### config.mk
export PLATFORM = sky130hd
export DESIGN_NAME = poly_addsub_stream
export DESIGN_NICKNAME = d
export VERILOG_FILES = /design/src/rtl/poly_addsub_stream.sv
export SDC_FILE = /design/constraint.sdc
export NUM_CORES = 1
export LEC_CHECK = 0
export CAP_MARGIN = 20
export CORE_MARGIN = 1.5
export CORE_UTILIZATION = 58
export DETAILED_ROUTE_END_ITERATION = 12
export PLACE_DENSITY = 0.87
export SLEW_MARGIN = 20
export SYNTH_ARGS = -nofsm -noshare
export SYNTH_HDL_FRONTEND = slang
export SYNTH_SLANG_ARGS = --single-unit
### constraint.sdc
create_clock -name clk -period 9.54 [get_ports clk]
set_input_delay 1.908 -clock clk [delete_from_list [all_inputs] [get_ports clk]]
set_output_delay 1.908 -clock clk [all_outputs]
set_load 0.005 [all_outputs]
### src/rtl/poly_addsub_stream.sv
// rtl/poly_addsub_stream.sv - streaming pointwise add/sub of ML-KEM polynomials mod Q=3329
// One output register with back-to-back throughput; frames of N coefficient pairs.

module mod_add (
  input  logic [11:0] a,
  input  logic [11:0] b,
  output logic [11:0] c
);
  localparam logic [12:0] QW = 13'd3329;

  logic [12:0] s;

  always_comb begin
    s = {1'b0, a} + {1'b0, b};
    c = (s >= QW) ? 12'(s - QW) : s[11:0];
  end
endmodule

module poly_addsub_stream #(
  parameter int N     = 256,
  parameter int CNT_W = $clog2(N)
) (
  input  logic        clk,
  input  logic        rst,
  input  logic        start_i,
  input  logic        sub_i,
  input  logic [11:0] a_i,
  input  logic [11:0] b_i,
  input  logic        valid_i,
  output logic        ready_o,
  output logic [11:0] c_o,
  output logic        valid_o,
  input  logic        ready_i,
  output logic        last_o,
  output logic        busy_o,
  output logic        done_o,
  output logic        range_err_o
);
  localparam logic [11:0]      Q       = 12'd3329;
  localparam logic [CNT_W-1:0] CNT_MAX = CNT_W'(N - 1);

  typedef enum logic [1:0] {S_IDLE, S_RUN, S_DRAIN, S_DONE} state_t;

  state_t           state, state_n;
  logic [CNT_W-1:0] in_cnt, out_cnt;
  logic             sub_q;
  logic [11:0]      b_neg, b_eff, sum;
  logic             start_ok, in_acc, out_acc, in_last;

  // Zero must map to zero, otherwise Q - 0 would leave the range [0, Q-1].
  assign b_neg = (b_i == 12'd0) ? 12'd0 : Q - b_i;
  assign b_eff = sub_q ? b_neg : b_i;

  mod_add u_mod_add (
    .a (a_i),
    .b (b_eff),
    .c (sum)
  );

  assign ready_o  = (state == S_RUN) && (!valid_o || ready_i);
  assign in_acc   = valid_i && ready_o;
  assign out_acc  = valid_o && ready_i;
  assign in_last  = (in_cnt == CNT_MAX);
  assign start_ok = (state == S_IDLE) && start_i;
  assign busy_o   = (state != S_IDLE);
  assign done_o   = (state == S_DONE);

  always_comb begin
    state_n = state;
    case (state)
      S_IDLE:  if (start_i) state_n = S_RUN;
      S_RUN:   if (in_acc && in_last) state_n = S_DRAIN;
      S_DRAIN: if (out_acc && last_o) state_n = S_DONE;
      S_DONE:  state_n = S_IDLE;
      default: state_n = S_IDLE;
    endcase
  end

  always_ff @(posedge clk) begin
    if (rst) begin
      state       <= S_IDLE;
      in_cnt      <= '0;
      out_cnt     <= '0;
      sub_q       <= 1'b0;
      valid_o     <= 1'b0;
      c_o         <= 12'd0;
      last_o      <= 1'b0;
      range_err_o <= 1'b0;
    end else begin
      state <= state_n;
      if (start_ok) begin
        sub_q       <= sub_i;
        in_cnt      <= '0;
        out_cnt     <= '0;
        range_err_o <= 1'b0;
      end
      // A new accept overrides the drain so the register never bubbles.
      if (in_acc) begin
        in_cnt  <= in_last ? '0 : in_cnt + CNT_W'(1);
        c_o     <= sum;
        last_o  <= in_last;
        valid_o <= 1'b1;
        if (a_i >= Q || b_i >= Q) range_err_o <= 1'b1;
      end else if (out_acc) begin
        valid_o <= 1'b0;
        last_o  <= 1'b0;
      end
      if (out_acc) out_cnt <= (out_cnt == CNT_MAX) ? '0 : out_cnt + CNT_W'(1);
    end
  end
endmodule

==> results.toml <==
[run_status]
outcome = "finished clean"

[setup_path]
reg2regPathDepth = 14
cp_slowest_cell = "nor3_1"
path_depth = 17
timing.critical_path.max_delay_family = "simple AND/OR/NAND/NOR gates"
r2r_slack_ns = 5.28
r2r_start = "sub_q$_SDFFE_PP0P_"
worst_setup_path_endpoint = "c_o[6]$_SDFFE_PP0P_"
worst_ep_arrival_time_ns = 6.61
crit_path_start = "b_i[4]"
crit_fanout = 8
critPathRequiredTime_ns = 9.71
cp_cell_sequence = "clkdlybuf4s50_1 > or3_1 > nor3_1 > nand2_1 > nor3_1 > nor2_1 > ha_1 > inv_1 > fa_1 > xor2_1 > nand3_1 > a221oi_4 > nand4_2 > a211oi_4 > nor3_1 > xor2_1 > a211oi_1"
crit_path_start_kind = "input port"
wp_buf_inv = 2
timing.setup.critical_path_class = "input port to flip-flop"
critical_path.max_stage_delay_ns = 0.55
most_prevalent_standard_cell_on_the_critical_path = "nor3_1"
endpoint_kind = "flip-flop"
worstReg2RegEnd = "c_o[6]$_SDFFE_PP0P_"

[timing]
achievable-frequency_mhz = 155
finalWorstPathRequiredPeriod_ns = 6.44
final.setup.tns_ns = 0
worst_slew_pin_slew_ns = 1.00
grt_setup_unrepaired = "no"
setup_violations = 0
hold_violations = 0
fin_crit_sh_pct = 67.5
maxSlewHeadroom_pct = 33.1
timing.final.max_slew_violations = 0
clock_skew_ns = 0.00832

[placed_design]
port_buffers = 47
placed_cell_area_sq_mm = 0.00312
gp_congestion = 0.887
detailedPlacementHpwl_mm = 4.93

[yosys]
postSynthRegisterBits = 26
yosysTopAreaCell = "dfxtp_1"
syn_area_per_cell_sq_um = 7.49
synthArstFlopShare_pct = 0
postSynth.topFlopCell = "dfxtp_1"
yosys.cell_types.count = 61
sequential_to_total_area_share_from_yosys_stat_pct = 19.8
netlist_top_cells_count = "37 x nand2_1, 36 x nor2_1, 31 x a21oi_1, 26 x dfxtp_1, 23 x ha_1"
synth_fp_nets = 406
main_area_contributors_after_synthesis = "dfxtp_1 20%, ha_1 11%, a21oi_1 5.9%"
synth.yosys.warnings = 0
synthesis.area_sq_mm = 0.00264
post-synth-top-count-cell = "nand2_1"
synth_top_area_share_pct = 19.8
syn_inst = 352
count_of_flip_flops_with_a_built_in_enable_after_synthesis = 0

[floorplanning]
boundaryPins = 48
placementRows = 24
placeableCoreArea_sq_mm = 0.00435
die_area_sq_mm = 0.00496
die_width_um = 70.4
fp.dieH_um = 70.4
initial_utilization_pct = 60.5

[pwr]
leakage_uw = 0.00121
irDropWorstVdd_mv = 0.116
power-per-cell-area_mw_per_mm2 = 191
p_total_uw = 609

[finish]
post_route_cells_drive_above_1_share_pct = 5.90
flow.area_growth_from_synthesis_pct = 21.1
final_core_util_pct = 73.3
design_area_sq_mm = 0.00319
fin_nets = 445
num_antenna_cells = 0

[clock_network]
cts_repair_resize_count = 0
tritoncts_num_sinks = 26
cts_inserted_buffers = 3
cts-hold-fix-buffers = 0
root_buffer = "clkbuf_8"
post-cts-setup-buffers = 0
clk_latency_ns = 0.27
clk_pin_slew_ns = 0.10
cts_max_level = 1
ctsLongestPathBuffers = 2
cts_tree = "yes"

[drt]
wire_length_per_cell_um = 14.1
routed_wirelength_mm = 6.25
postRouteAntennaNets = 0
via_per_inst = 6.14
remaining_drc_errors = 0
detailed_router_s_first_iteration_violation_count = 154
vias = 2712
detail_route.first_pass.iterations = 4

[hold_path]
hold_class = "flip-flop to flip-flop"
beginning_of_the_worst_hold_path = "in_cnt[5]$_SDFFE_PP0P_"

[global_routing]
grt.total_usage_pct = 25.6
gr-total-overflow = 0
grt_antenna_before_repair = 0
grt_pass1_vias = 2510
global_route_wire_length_before_repair_mm = 10.7
largest_net_degree_at_the_start_of_global_routing = 29

[job]
cap_viol_max_count = 0
## cell type report
class,instances,area (sq um)
multi-input combinational,298,2010
tap,52,65.1
fill,373,1160
timing repair buffer,47,470
sequential,26,520
inverter,15,56.3
clock buffer,3,41.3
clock inverter,1,30.0
## per-stage QoR
stage | hold slack, ns | worst slack, ns | std cells
after floorplan | 0.441 | 3.85 | 352
after global placement | 0.455 | 3.10 | 438
after detailed placement | 0.477 | 2.87 | 438
after CTS | 0.489 | 3.12 | 442
after global routing | 0.514 | 2.69 | 442
final | 0.480 | 3.10 | 442
## power breakdown
part           internal, uW  total, uW  switching, uW
clock network          56.2       91.6           35.5
logic                   166        375            210
registers               128        142           14.1
## logic make-up (layout without fill, tap and decap cells)
group,after synthesis,count (layout),synth area share (%)
XOR/XNOR,21,21,6.98
multiplexers,3,3,1.19
flip-flops,26,26,19.8
buffers and inverters,28,66,4.08
AO/OA/AOI/OAI,100,100,26.4
AND/OR/NAND/NOR,150,150,29.9
adder cells (fa/ha/maj),24,24,11.7
## layout by cell type, fill, tap and decap left out, types with 3 or more instances in the layout
cell type | Yosys | layout
clkdlybuf4s50_1 | 0 | 47
nand2_1 | 37 | 37
nor2_1 | 36 | 36
a21oi_1 | 31 | 31
dfxtp_1 | 26 | 26
ha_1 | 23 | 23
nand3_1 | 21 | 21
inv_1 | 15 | 15
o21ai_0 | 14 | 14
xnor2_1 | 13 | 13
a211oi_1 | 11 | 11
nor3_1 | 8 | 8
xor2_1 | 8 | 8
a31oi_1 | 6 | 6
a311oi_1 | 6 | 6
a21o_1 | 6 | 6
o31ai_1 | 5 | 5
or3_1 | 4 | 4
nor2b_1 | 4 | 4
nand2b_1 | 4 | 4
and3_1 | 4 | 4
nor3b_1 | 4 | 4
nand3b_1 | 4 | 4
or4_1 | 3 | 3
or3b_2 | 3 | 3
a22oi_1 | 3 | 3
nor4_1 | 3 | 3
clkbuf_8 | 0 | 3
## worst min path at each step
stage                                   endpoint  slack [ns]  cells past startpoint
after floorplan           in_cnt[5]$_SDFFE_PP0P_        0.44                      1
after global placement    in_cnt[5]$_SDFFE_PP0P_        0.46                      1
after detailed placement     last_o$_SDFFE_PP0P_        0.48                      2
after CTS                 in_cnt[5]$_SDFFE_PP0P_        0.49                      1
after global routing      in_cnt[1]$_SDFFE_PP0P_        0.51                      2
final                     in_cnt[5]$_SDFFE_PP0P_        0.48                      1
## registers in the layout, summed over array words and instances, names as in the netlist
name and cells:
sub_q 1, range_err_o 1, c_o 12, valid_o 1, in_cnt 8, state 2, last_o 1
## metal layers
metal / up-vias / global-route usage, % / part of all wire (%)
met3: 9 / 2.16 / 2.8
met2: 63 / 44.7 / 48
met1: 1266 / 33.2 / 47
li1: 1374 / - / -
met5: - / 0 / 0
met4: 0 / 8.12 / 1.4
Power figures use the tool's default switching activity.
==> variant: new RTL, same flow settings <==
Reset style: asynchronous (`rst`), changed in one clocked block.
--- a/src/rtl/poly_addsub_stream.sv
+++ b/src/rtl/poly_addsub_stream.sv
@@ -76,7 +76,7 @@
     endcase
   end
 
-  always_ff @(posedge clk) begin
+  always_ff @(posedge clk or posedge rst) begin
     if (rst) begin
       state       <= S_IDLE;
       in_cnt      <= '0;
Formal check against the unedited RTL: differs if rst is asserted again (counterexample within 4 cycles, from zero or initial values and one cycle with rst high); with rst held inactive, the same outputs for 10 cycles.
==> variant against the unedited design <==
Cell area is 6.2% lower; maximum frequency is 0.45% higher; sequential cell count stayed put; cell count is 9.0% lower; routed wire length is 15% lower; total power is 38% higher; worst hold slack better by 0.0075 ns; area after synthesis is 7.3% lower; count of clock-buffer cells in the layout is 1 higher; register-to-register slack better by 0.07 ns; die area is 6.9% lower; non-clock buffer count stayed put; setup slack better by 0.029 ns; combinational power is 58% higher; critical endpoint is now c_o[7]; highest routed layer unchanged.
==> variant: results (changes against the unedited design) <==
Slew @ Worst Pin = 0.940 ns (-0.0603 ns)
DP Area = 2940 um^2 (-5.9%)
Lkg Pwr = 0.00132 uW (+8.8%)
worst r2r src = sub_q
post-synthesis sequential area ratio = 26.6% (+6.9 points)
min-delay src = c_o[1]
Comb pwr share = 70.4% (+8.8 points)
Placer Congestion = 0.798 (-10%)
syn_nets = 365 (-10%)
cells after synthesis = 311 (-12%)
WHS Path Cells = 2 (+1)
predominant post-synthesis flop cell = dfrtp_1
Layout Cells excl Fill = 402 (-9.0%)
Max VDD drop = 0.128 mV (+11%)
FF-to-FF End = c_o[7]
final worst slack = 3.13 ns (+0.0287 ns)
first-pass GRT wire length = 9.09 mm (-15%)
mux contribution to synthesized area = 1.69% (+0.50 points)
fillers = 320 (-14%)
Net Switching = 384 uW (+48%)
complex-gate fraction of the synthesized area = 21.1% (-5.3 points)
syn avg cell area = 7.86 um^2 (+5.0%)
CTS clk-pin slew, worst paths = 0.08 ns (-0.02 ns)
largest net degree at the start of global routing = 27 (-6.9%)
post-DP HPWL = 4.30 mm (-13%)
P_clk = 69.0 uW (-25%)
post-synthesis share of cell area spent on xor and xnor gates = 10.0% (+3.1 points)
global-route usage over all layers = 25.3% (-0.33 points)
Area Overhead vs Synth = 22.4%
Fin Clk Skew = 0.00658 ns (-0.00175 ns)
Hold Path Sink = c_o[1]
inverter count = 17 (+2)
Wirelength per Cell = 13.2 um (-6.6%)
R2R Setup Slk = 5.35 ns (+0.07 ns)
CP delay by family, top = compound AO/OA/AOI/OAI gates
max incr delay on CP = 0.52 ns (-0.03 ns)
clkbuf count = 4 (+1)
Adder-Cell Fraction of Synth Area = 12.6% (+0.92 points)
vias per inst = 5.79 (-5.7%)
multi-input gates = 258 (-13%)
Area contributors post-synth = dfrtp_1 (27%), ha_1 (12%), nand2_1 (7.8%)
asr flop ratio synth = 100% (+100 points)
pre-CTS setup slack = 2.91 ns (+0.0356 ns)
number of global-route vias before repair = 2216 (-12%)
Clock-cell share = 1.84% (-0.40 points)
status = complete, no violations
Yosys cell types = 50 (-18%)
final-stage net count = 407 (-8.5%)
layout cells sized above 1 = 2.84% (-3.1 points)
==> variant: cell types whose count changed in the layout (fill, tap and decap cells not counted), sizes merged, moves of 4 or more <==
cell,unedited run,this run
dfxtp,26,0
and3,4,8
a311oi,7,2
o21ai,15,37
a21oi,33,17
dfrtp,0,26
xnor2,13,17
nand2,37,51
nor2,37,26
nand3,21,5
a22oi,4,0
or3,5,0
a211oi,12,1
==> variant: worst reg2reg max path, cell delays in order (launching register included) <==
cell	delay [ns]
dfrtp_1	0.59
nand2_1	0.14
nor3_1	0.52
nor2_1	0.17
ha_1	0.34
a21o_1	0.20
a221o_1	0.42
o21ai_4	0.20
xnor2_1	0.16
a311o_1	0.41
a211oi_4	0.41
o211ai_1	0.18
xnor2_1	0.19
o21ai_0	0.10
==> variant: per-stage QoR <==
step | power [uW] | hold WS [ns]
after floorplan | 602 | 0.456
after global placement | 744 | 0.465
after detailed placement | 767 | 0.479
after CTS | 841 | 0.498
after global routing | 924 | 0.530
final | 841 | 0.488
==> variant: worst max-delay path by stage <==
stage,endpoint,slack [ns]
final,c_o[7],3.13
after global routing,c_o[6],2.83
after CTS,c_o[7],3.17
after detailed placement,c_o[7],2.91
after global placement,c_o[1],3.12
after floorplan,c_o[1],4.02
==> variant: kinds of logic (layout without fill, tap and decap cells) <==
kind of cell | count (synthesis) | after routing
and+or+nand+nor | 121 | 121
buffers and inverters | 27 | 68
adders and majority gates | 24 | 24
xor gates and xnor gates | 28 | 28
muxes | 4 | 4
AOI/OAI and AO/OA | 81 | 81
DFF | 26 | 26
==> variant: layer usage <==
metal  share of wire (%)  wire length (um)  global-route usage (%)  up-vias
met5                   0                 0                       0        -
met4                 2.0               105                    7.75        0
met3                 4.3               230                    2.47       10
met2                  48              2520                    45.2       67
met1                  46              2450                    32.1     1077
li1                    -                 -                       -     1173
